<file path="src/rtl/accum64_ctrl_pkg.sv">
// accum64_ctrl_pkg: shared types and constants for the 64-bit accumulator controller.
// Contents: controller state enum, datapath width, default operand-count width and the
// block split used by the carry-select adder.
package accum64_ctrl_pkg;

  localparam int unsigned WIDTH       = 64;
  localparam int unsigned COUNT_W_DEF = 8;

  // Carry-select adder split: four 16-bit blocks, each pre-computing both carry-in cases.
  localparam int unsigned BLK_W   = 16;
  localparam int unsigned NUM_BLK = WIDTH / BLK_W;

  typedef enum logic [1:0] {
    StIdle,
    StAccum,
    StDone
  } state_e;

endpackage

</file>
<file path="src/rtl/accum64_ctrl_if.sv">
// accum64_ctrl_if: run-control, operand stream and result stream of the accumulator.
// Signals:
//   start/count                         run request and operand count (master -> slave)
//   in_valid/in_ready/in_data/in_sub    operand stream (master -> slave, ready back)
//   out_valid/out_ready/out_sum/
//   out_carry/out_ovf                   result stream (slave -> master, ready back)
//   busy                                run in progress (slave -> master)
interface accum64_ctrl_if
  import accum64_ctrl_pkg::*;
#(
  parameter int unsigned COUNT_W = COUNT_W_DEF
);

  logic               start;
  logic [COUNT_W-1:0] count;
  logic               in_valid;
  logic               in_ready;
  logic [WIDTH-1:0]   in_data;
  logic               in_sub;
  logic               out_valid;
  logic               out_ready;
  logic [WIDTH-1:0]   out_sum;
  logic               out_carry;
  logic               out_ovf;
  logic               busy;

  modport master (
    output start, count, in_valid, in_data, in_sub, out_ready,
    input  in_ready, out_valid, out_sum, out_carry, out_ovf, busy
  );

  modport slave (
    input  start, count, in_valid, in_data, in_sub, out_ready,
    output in_ready, out_valid, out_sum, out_carry, out_ovf, busy
  );

endinterface

</file>
<file path="src/rtl/accum64_ctrl_acc_datapath.sv">
// accum64_ctrl_acc_datapath: carry-select adder, operand invert mux, overflow detect and the
// accumulator / sticky-flag registers.
// Ports:
//   i_clk, i_rst   clock, synchronous active-high reset
//   i_clear        zero the accumulator and flags (start of a run)
//   i_load         capture adder sum and update flags (operand handshake)
//   i_data, i_sub  operand and add/subtract select
//   o_acc          accumulator value
//   o_carry        sticky OR of adder carry-out
//   o_ovf          sticky two's-complement overflow
module accum64_ctrl_acc_datapath
  import accum64_ctrl_pkg::*;
(
  input  logic             i_clk,
  input  logic             i_rst,
  input  logic             i_clear,
  input  logic             i_load,
  input  logic [WIDTH-1:0] i_data,
  input  logic             i_sub,
  output logic [WIDTH-1:0] o_acc,
  output logic             o_carry,
  output logic             o_ovf
);

  localparam logic [BLK_W:0] BlkOne = (BLK_W + 1)'(1);

  logic [WIDTH-1:0] r_acc;
  logic             r_carry;
  logic             r_ovf;

  logic [WIDTH-1:0] w_b;
  logic [WIDTH-1:0] w_sum;
  logic [NUM_BLK:0] w_c;
  logic             w_ovf;

  // Subtraction as acc + ~data + 1; carry-out of 1 then means "no borrow".
  assign w_b    = i_sub ? ~i_data : i_data;
  assign w_c[0] = i_sub;

  // Each block computes both carry-in outcomes in parallel; the incoming carry only selects.
  for (genvar g = 0; g < NUM_BLK; g++) begin : g_blk
    logic [BLK_W:0] w_s0;
    logic [BLK_W:0] w_s1;
    assign w_s0 = {1'b0, r_acc[g*BLK_W +: BLK_W]} + {1'b0, w_b[g*BLK_W +: BLK_W]};
    assign w_s1 = w_s0 + BlkOne;
    assign w_sum[g*BLK_W +: BLK_W] = w_c[g] ? w_s1[BLK_W-1:0] : w_s0[BLK_W-1:0];
    assign w_c[g+1]                = w_c[g] ? w_s1[BLK_W]     : w_s0[BLK_W];
  end

  // Same-sign inputs producing a sum of the other sign.
  assign w_ovf = (r_acc[WIDTH-1] == w_b[WIDTH-1]) & (w_sum[WIDTH-1] != r_acc[WIDTH-1]);

  always_ff @(posedge i_clk) begin
    if (i_rst || i_clear) begin
      r_acc   <= '0;
      r_carry <= 1'b0;
      r_ovf   <= 1'b0;
    end else if (i_load) begin
      r_acc   <= w_sum;
      r_carry <= r_carry | w_c[NUM_BLK];
      r_ovf   <= r_ovf | w_ovf;
    end
  end

  assign o_acc   = r_acc;
  assign o_carry = r_carry;
  assign o_ovf   = r_ovf;

endmodule

</file>
<file path="src/rtl/accum64_ctrl.sv">
// accum64_ctrl: sequential front/back end for the 64-bit carry-select adder. Accepts a
// programmed number of operands, accumulates them, and presents the total with sticky
// carry/overflow flags on a valid/ready result port.
// Ports:
//   i_clk   clock, all state updates on rising edge
//   i_rst   synchronous active-high reset; aborts any run in progress
//   bus     accum64_ctrl_if slave: start/count, operand stream, result stream, busy
module accum64_ctrl
  import accum64_ctrl_pkg::*;
#(
  parameter int unsigned COUNT_W = COUNT_W_DEF
) (
  input  logic          i_clk,
  input  logic          i_rst,
  accum64_ctrl_if.slave bus
);

  state_e             r_state;
  state_e             w_state_next;
  logic [COUNT_W-1:0] r_remaining;
  logic [COUNT_W-1:0] w_remaining_next;
  logic               w_clear;
  logic               w_load;
  logic               w_in_ready;

  logic [WIDTH-1:0]   w_acc;
  logic               w_carry;
  logic               w_ovf;

  always_ff @(posedge i_clk) begin
    if (i_rst) begin
      r_state     <= StIdle;
      r_remaining <= '0;
    end else begin
      r_state     <= w_state_next;
      r_remaining <= w_remaining_next;
    end
  end

  // Handshake qualifier is decoded from state only, so no in_valid -> in_ready path.
  assign w_in_ready = (r_state == StAccum);

  always_comb begin
    w_state_next     = r_state;
    w_remaining_next = r_remaining;
    w_clear          = 1'b0;
    w_load           = 1'b0;
    unique case (r_state)
      StIdle: begin
        if (bus.start) begin
          w_clear          = 1'b1;
          w_remaining_next = bus.count;
          w_state_next     = (bus.count == '0) ? StDone : StAccum;
        end
      end
      StAccum: begin
        if (bus.in_valid) begin
          w_load           = 1'b1;
          w_remaining_next = r_remaining - COUNT_W'(1);
          if (r_remaining == COUNT_W'(1)) begin
            w_state_next = StDone;
          end
        end
      end
      StDone: begin
        // start is ignored here, even on the exit cycle.
        if (bus.out_ready) begin
          w_state_next = StIdle;
        end
      end
      default: w_state_next = StIdle;
    endcase
  end

  accum64_ctrl_acc_datapath u_datapath (
    .i_clk   (i_clk),
    .i_rst   (i_rst),
    .i_clear (w_clear),
    .i_load  (w_load),
    .i_data  (bus.in_data),
    .i_sub   (bus.in_sub),
    .o_acc   (w_acc),
    .o_carry (w_carry),
    .o_ovf   (w_ovf)
  );

  assign bus.in_ready  = w_in_ready;
  assign bus.out_valid = (r_state == StDone);
  assign bus.busy      = (r_state == StAccum) || (r_state == StDone);
  // Registers only change on load/clear, neither of which can occur in DONE.
  assign bus.out_sum   = w_acc;
  assign bus.out_carry = w_carry;
  assign bus.out_ovf   = w_ovf;

endmodule

</file>
<file path="src/flat_wrapper.sv">
// flat-port wrapper written by rule: the top's interface ports become plain ports
module accum64_ctrl_flat import accum64_ctrl_pkg::*;
#(
  parameter int unsigned COUNT_W = COUNT_W_DEF
)
  (i_clk, i_rst, bus_start, bus_count, bus_in_valid, bus_in_data, bus_in_sub, bus_out_ready, bus_in_ready, bus_out_valid, bus_out_sum, bus_out_carry, bus_out_ovf, bus_busy);
  accum64_ctrl_if #(.COUNT_W(COUNT_W)) bus_i ();
  input  logic i_clk;
  input  logic i_rst;
  input wire logic [$bits(bus_i.start)-1:0] bus_start;
  input wire logic [$bits(bus_i.count)-1:0] bus_count;
  input wire logic [$bits(bus_i.in_valid)-1:0] bus_in_valid;
  input wire logic [$bits(bus_i.in_data)-1:0] bus_in_data;
  input wire logic [$bits(bus_i.in_sub)-1:0] bus_in_sub;
  input wire logic [$bits(bus_i.out_ready)-1:0] bus_out_ready;
  output wire logic [$bits(bus_i.in_ready)-1:0] bus_in_ready;
  output wire logic [$bits(bus_i.out_valid)-1:0] bus_out_valid;
  output wire logic [$bits(bus_i.out_sum)-1:0] bus_out_sum;
  output wire logic [$bits(bus_i.out_carry)-1:0] bus_out_carry;
  output wire logic [$bits(bus_i.out_ovf)-1:0] bus_out_ovf;
  output wire logic [$bits(bus_i.busy)-1:0] bus_busy;
  assign bus_i.start = bus_start;
  assign bus_i.count = bus_count;
  assign bus_i.in_valid = bus_in_valid;
  assign bus_i.in_data = bus_in_data;
  assign bus_i.in_sub = bus_in_sub;
  assign bus_i.out_ready = bus_out_ready;
  assign bus_in_ready = bus_i.in_ready;
  assign bus_out_valid = bus_i.out_valid;
  assign bus_out_sum = bus_i.out_sum;
  assign bus_out_carry = bus_i.out_carry;
  assign bus_out_ovf = bus_i.out_ovf;
  assign bus_busy = bus_i.busy;
  accum64_ctrl #(.COUNT_W(COUNT_W)) u_core (.i_clk(i_clk), .i_rst(i_rst), .bus(bus_i));
endmodule
</file>
<file path="config.mk">
export PLATFORM = sky130hd
export DESIGN_NAME = accum64_ctrl_flat
export DESIGN_NICKNAME = d
export VERILOG_FILES = /design/src/rtl/accum64_ctrl_pkg.sv /design/src/rtl/accum64_ctrl_if.sv /design/src/rtl/accum64_ctrl_acc_datapath.sv /design/src/rtl/accum64_ctrl.sv /design/src/flat_wrapper.sv
export SDC_FILE = /design/constraint.sdc
export NUM_CORES = 1
export LEC_CHECK = 0
export ABC_AREA = 1
export ABC_CLOCK_PERIOD_IN_PS = 5100
export CORE_MARGIN = 5
export CORE_UTILIZATION = 56
export DETAILED_ROUTE_END_ITERATION = 7
export PLACE_DENSITY = 0.83
export SYNTH_ARGS = -nofsm -noshare
export SYNTH_HDL_FRONTEND = slang
export SYNTH_HIERARCHICAL = 1
export SYNTH_SLANG_ARGS = --single-unit
</file>
<file path="constraint.sdc">
create_clock -name i_clk -period 5.1 [get_ports i_clk]
set_input_delay 0.51 -clock i_clk [delete_from_list [all_inputs] [get_ports i_clk]]
set_output_delay 0.51 -clock i_clk [all_outputs]
set_load 0.01 [all_outputs]
</file>
==> flow_metrics.tcl <==
set metrics [dict create \
    p_leak_uw 0.00579 \
    clkSlewWorstSetupHoldPaths_ns 0.06 \
    clock_skew_ns 0.00760 \
    numCtsBuffers 9 \
    yosys_warnings 6 \
    max-cap-violations 0 \
    die_w_microns 138 \
    synth_commonest_cells "nand2_1, inv_1, nor2_1, nand3_1, xor2_1" \
    tightest_slew_ns 1.05 \
    grt_pass1_vias 9304 \
    rsz0062_at_grt "false" \
    synth_cells 1542 \
    drc_errors 0 \
    final_util_pct 69.6 \
    die_y_microns 138 \
    startpoint "bus_in_data[0]" \
    synth-edff-count 0 \
    antenna_left 0 \
    synth_fp_nets 1697 \
    syn_area_sq_um 9200 \
    async_reset_ff_share_pct 0 \
    numPortBuffers 146 \
    gp_congestion 0.959 \
    yosys.area.top_type "nand2_1" \
    drt-vias-per-instance 5.30 \
    grt_overflow 0 \
    worstHoldStart "u_core/r_state[0]" \
    hold_violations 0 \
    start_kind "input port" \
    p_per_area_nw_per_um2 345 \
    fmax_mhz 247 \
    final_nets 1823 \
    vias 10014 \
    synth_flop_cell "dfxtp_1" \
    setup.worst_path.class "input port to flop" \
    layout-drive-gt1-share_pct 4.00 \
    cts_tree "done" \
    fin_crit_ns 4.04 \
    grt_usage_pct 25.7 \
    drtIter0Drc 738 \
    arrival_ns 4.27 \
    area_growth_syn_to_layout_pct 21.1 \
    coreArea_sq_um 16000 \
    ys_seq_area_share_pct 16.5 \
    dp_hpwl_microns 20100 \
    yosysMostFrequentCell "nand2_1" \
    cts_root_buffer "clkbuf_16" \
    avgSynthCellArea_sq_um 5.97 \
    worstPathMaxFanout 13 \
    finalCritPeriodShare_pct 79.2 \
    cts_hold_buf 0 \
    ys_ff_latch 76 \
    grt_pass1_wl_microns 42700 \
    fin_ws_ns 1.06 \
    end_kind "flop" \
    initial_core_util_pct 57.5 \
    die_area_sq_um 19100 \
    yosysUniqueCellTypes 47 \
    clock_latency_ns 0.34 \
    status "finished, final reports clean" \
    slew_headroom_pct 29.6 \
    finalSetupViolCount 0 \
    cts_sinks 76 \
    grt_max_degree 96 \
    reg2reg_from "u_core/u_datapath/o_acc[0]" \
    final_max_slew_viol_count 0 \
    rows 46 \
    drt_wl_total_microns 25500 \
    worstPathRequired_ns 5.33 \
    diodes 0 \
    place_worst_setup_slack_ns 0.752 \
    cts_resized 0 \
    ir_drop_mv 0.325 \
    top_level_ports 147 \
    antenna_found_initial 0 \
    cts_buffer_depth 2 \
    synth_top_area_share_pct 16.6 \
    hold_path_class "flop to flop" \
    cts_max_level 3 \
    fin_hold_ws_ns 0.482 \
    post_cts.repair.setup_buffers 0 \
    yosys-top-cells-area "nand2_1, dfxtp_1, inv_1, ha_1, xor2_1" \
    route.detailed.wl_per_inst_microns 13.5 \
    dr.pass1.iters 8 \
    fin_tns_setup_ns 0 \
]
[critical path: stages]
cell and delay, ns:
clkdlybuf4s50_1 0.47, xor2_1 0.16, ha_1 0.24, inv_1 0.07
fa_1 0.47, inv_1 0.08, ha_1 0.14, nand2_1 0.07
nor2_1 0.12, nand3_1 0.11, nor2_2 0.14, nand2_2 0.08
nor2_4 0.10, nand2_2 0.06, nor2_2 0.09, nand2_1 0.07
nand2_2 0.07, nand2_2 0.16, nand2_2 0.16, nand2_4 0.10
inv_1 0.32, nand2_1 0.12, xnor2_1 0.14, o21ai_0 0.16
inv_1 0.06
[power breakdown]
part           internal, uW  switching (uW)
Combinational           834            1450
Clock                   505             260
Sequential              698            97.4
[cells in the final DEF, fill, tap and decap left out, types with 25 or more instances in the layout]
cell type | synthesis | final
a21oi_1 | 80 | 80
clkdlybuf4s50_1 | 0 | 145
dfxtp_1 | 76 | 76
ha_1 | 73 | 73
inv_1 | 251 | 250
nand2_1 | 406 | 406
nand3_1 | 112 | 112
nor2_1 | 161 | 160
nor3_1 | 25 | 25
o21ai_0 | 72 | 72
xor2_1 | 103 | 103
[final timing paths]
| check | to | slack (ns) | depth (start not counted) |
|---|---|---|---|
| hold reg to reg | u_core/r_state[0] | 0.48 | 2 |
| hold / removal | u_core/r_state[0] | 0.48 | 2 |
| setup / recovery | u_core/u_datapath/o_acc[42] | 1.06 | 25 |
| setup reg to reg | u_core/u_datapath/o_acc[42] | 1.45 | 23 |
[registers in the layout, indices dropped and copies added, names as in the netlist]
register	flops
u_core/r_remaining	8
u_core/u_datapath/o_ovf	1
u_core/u_datapath/o_acc	64
u_core/u_datapath/o_carry	1
u_core/r_state	2
[layout make-up]
cell class	instances	area, sq um
clock buffer	12	256
clock inverter	4	95.1
fill	1487	4860
inverter	256	971
multi-input combinational	1174	6520
sequential	76	1520
tap	216	270
timing repair buffer	151	1510
[cells by family (layout without fill, tap and decap cells)]
group                      Yosys count  in the layout  synth area share [%]
DFF                                 76             76                  16.5
xor gates and xnor gates           120            120                  11.6
adders and majority gates           77             77                  10.8
and+or+nand+nor                    777            777                  36.3
AOI/OAI and AO/OA                  200            200                  12.2
buffers and inverters              292            423                  12.6
[stage by stage]
stage	cell area [sq um]	instances	total power, uW
floorplan	9200	1542	2470
global placement	10800	1873	3000
global route	11100	1889	4170
detailed placement	10800	1873	3050
CTS	11100	1889	3830
finish	11100	1889	3840
[routing by layer]
layer  vias up  track usage, %  share of wire, %
met5         -               0                 0
li1       5132               -                 -
met2       336            44.9                48
met1      4504            32.8                44
met3        42            3.28               5.4
met4         0            8.74               2.5
(Power assumes the default switching activity.)
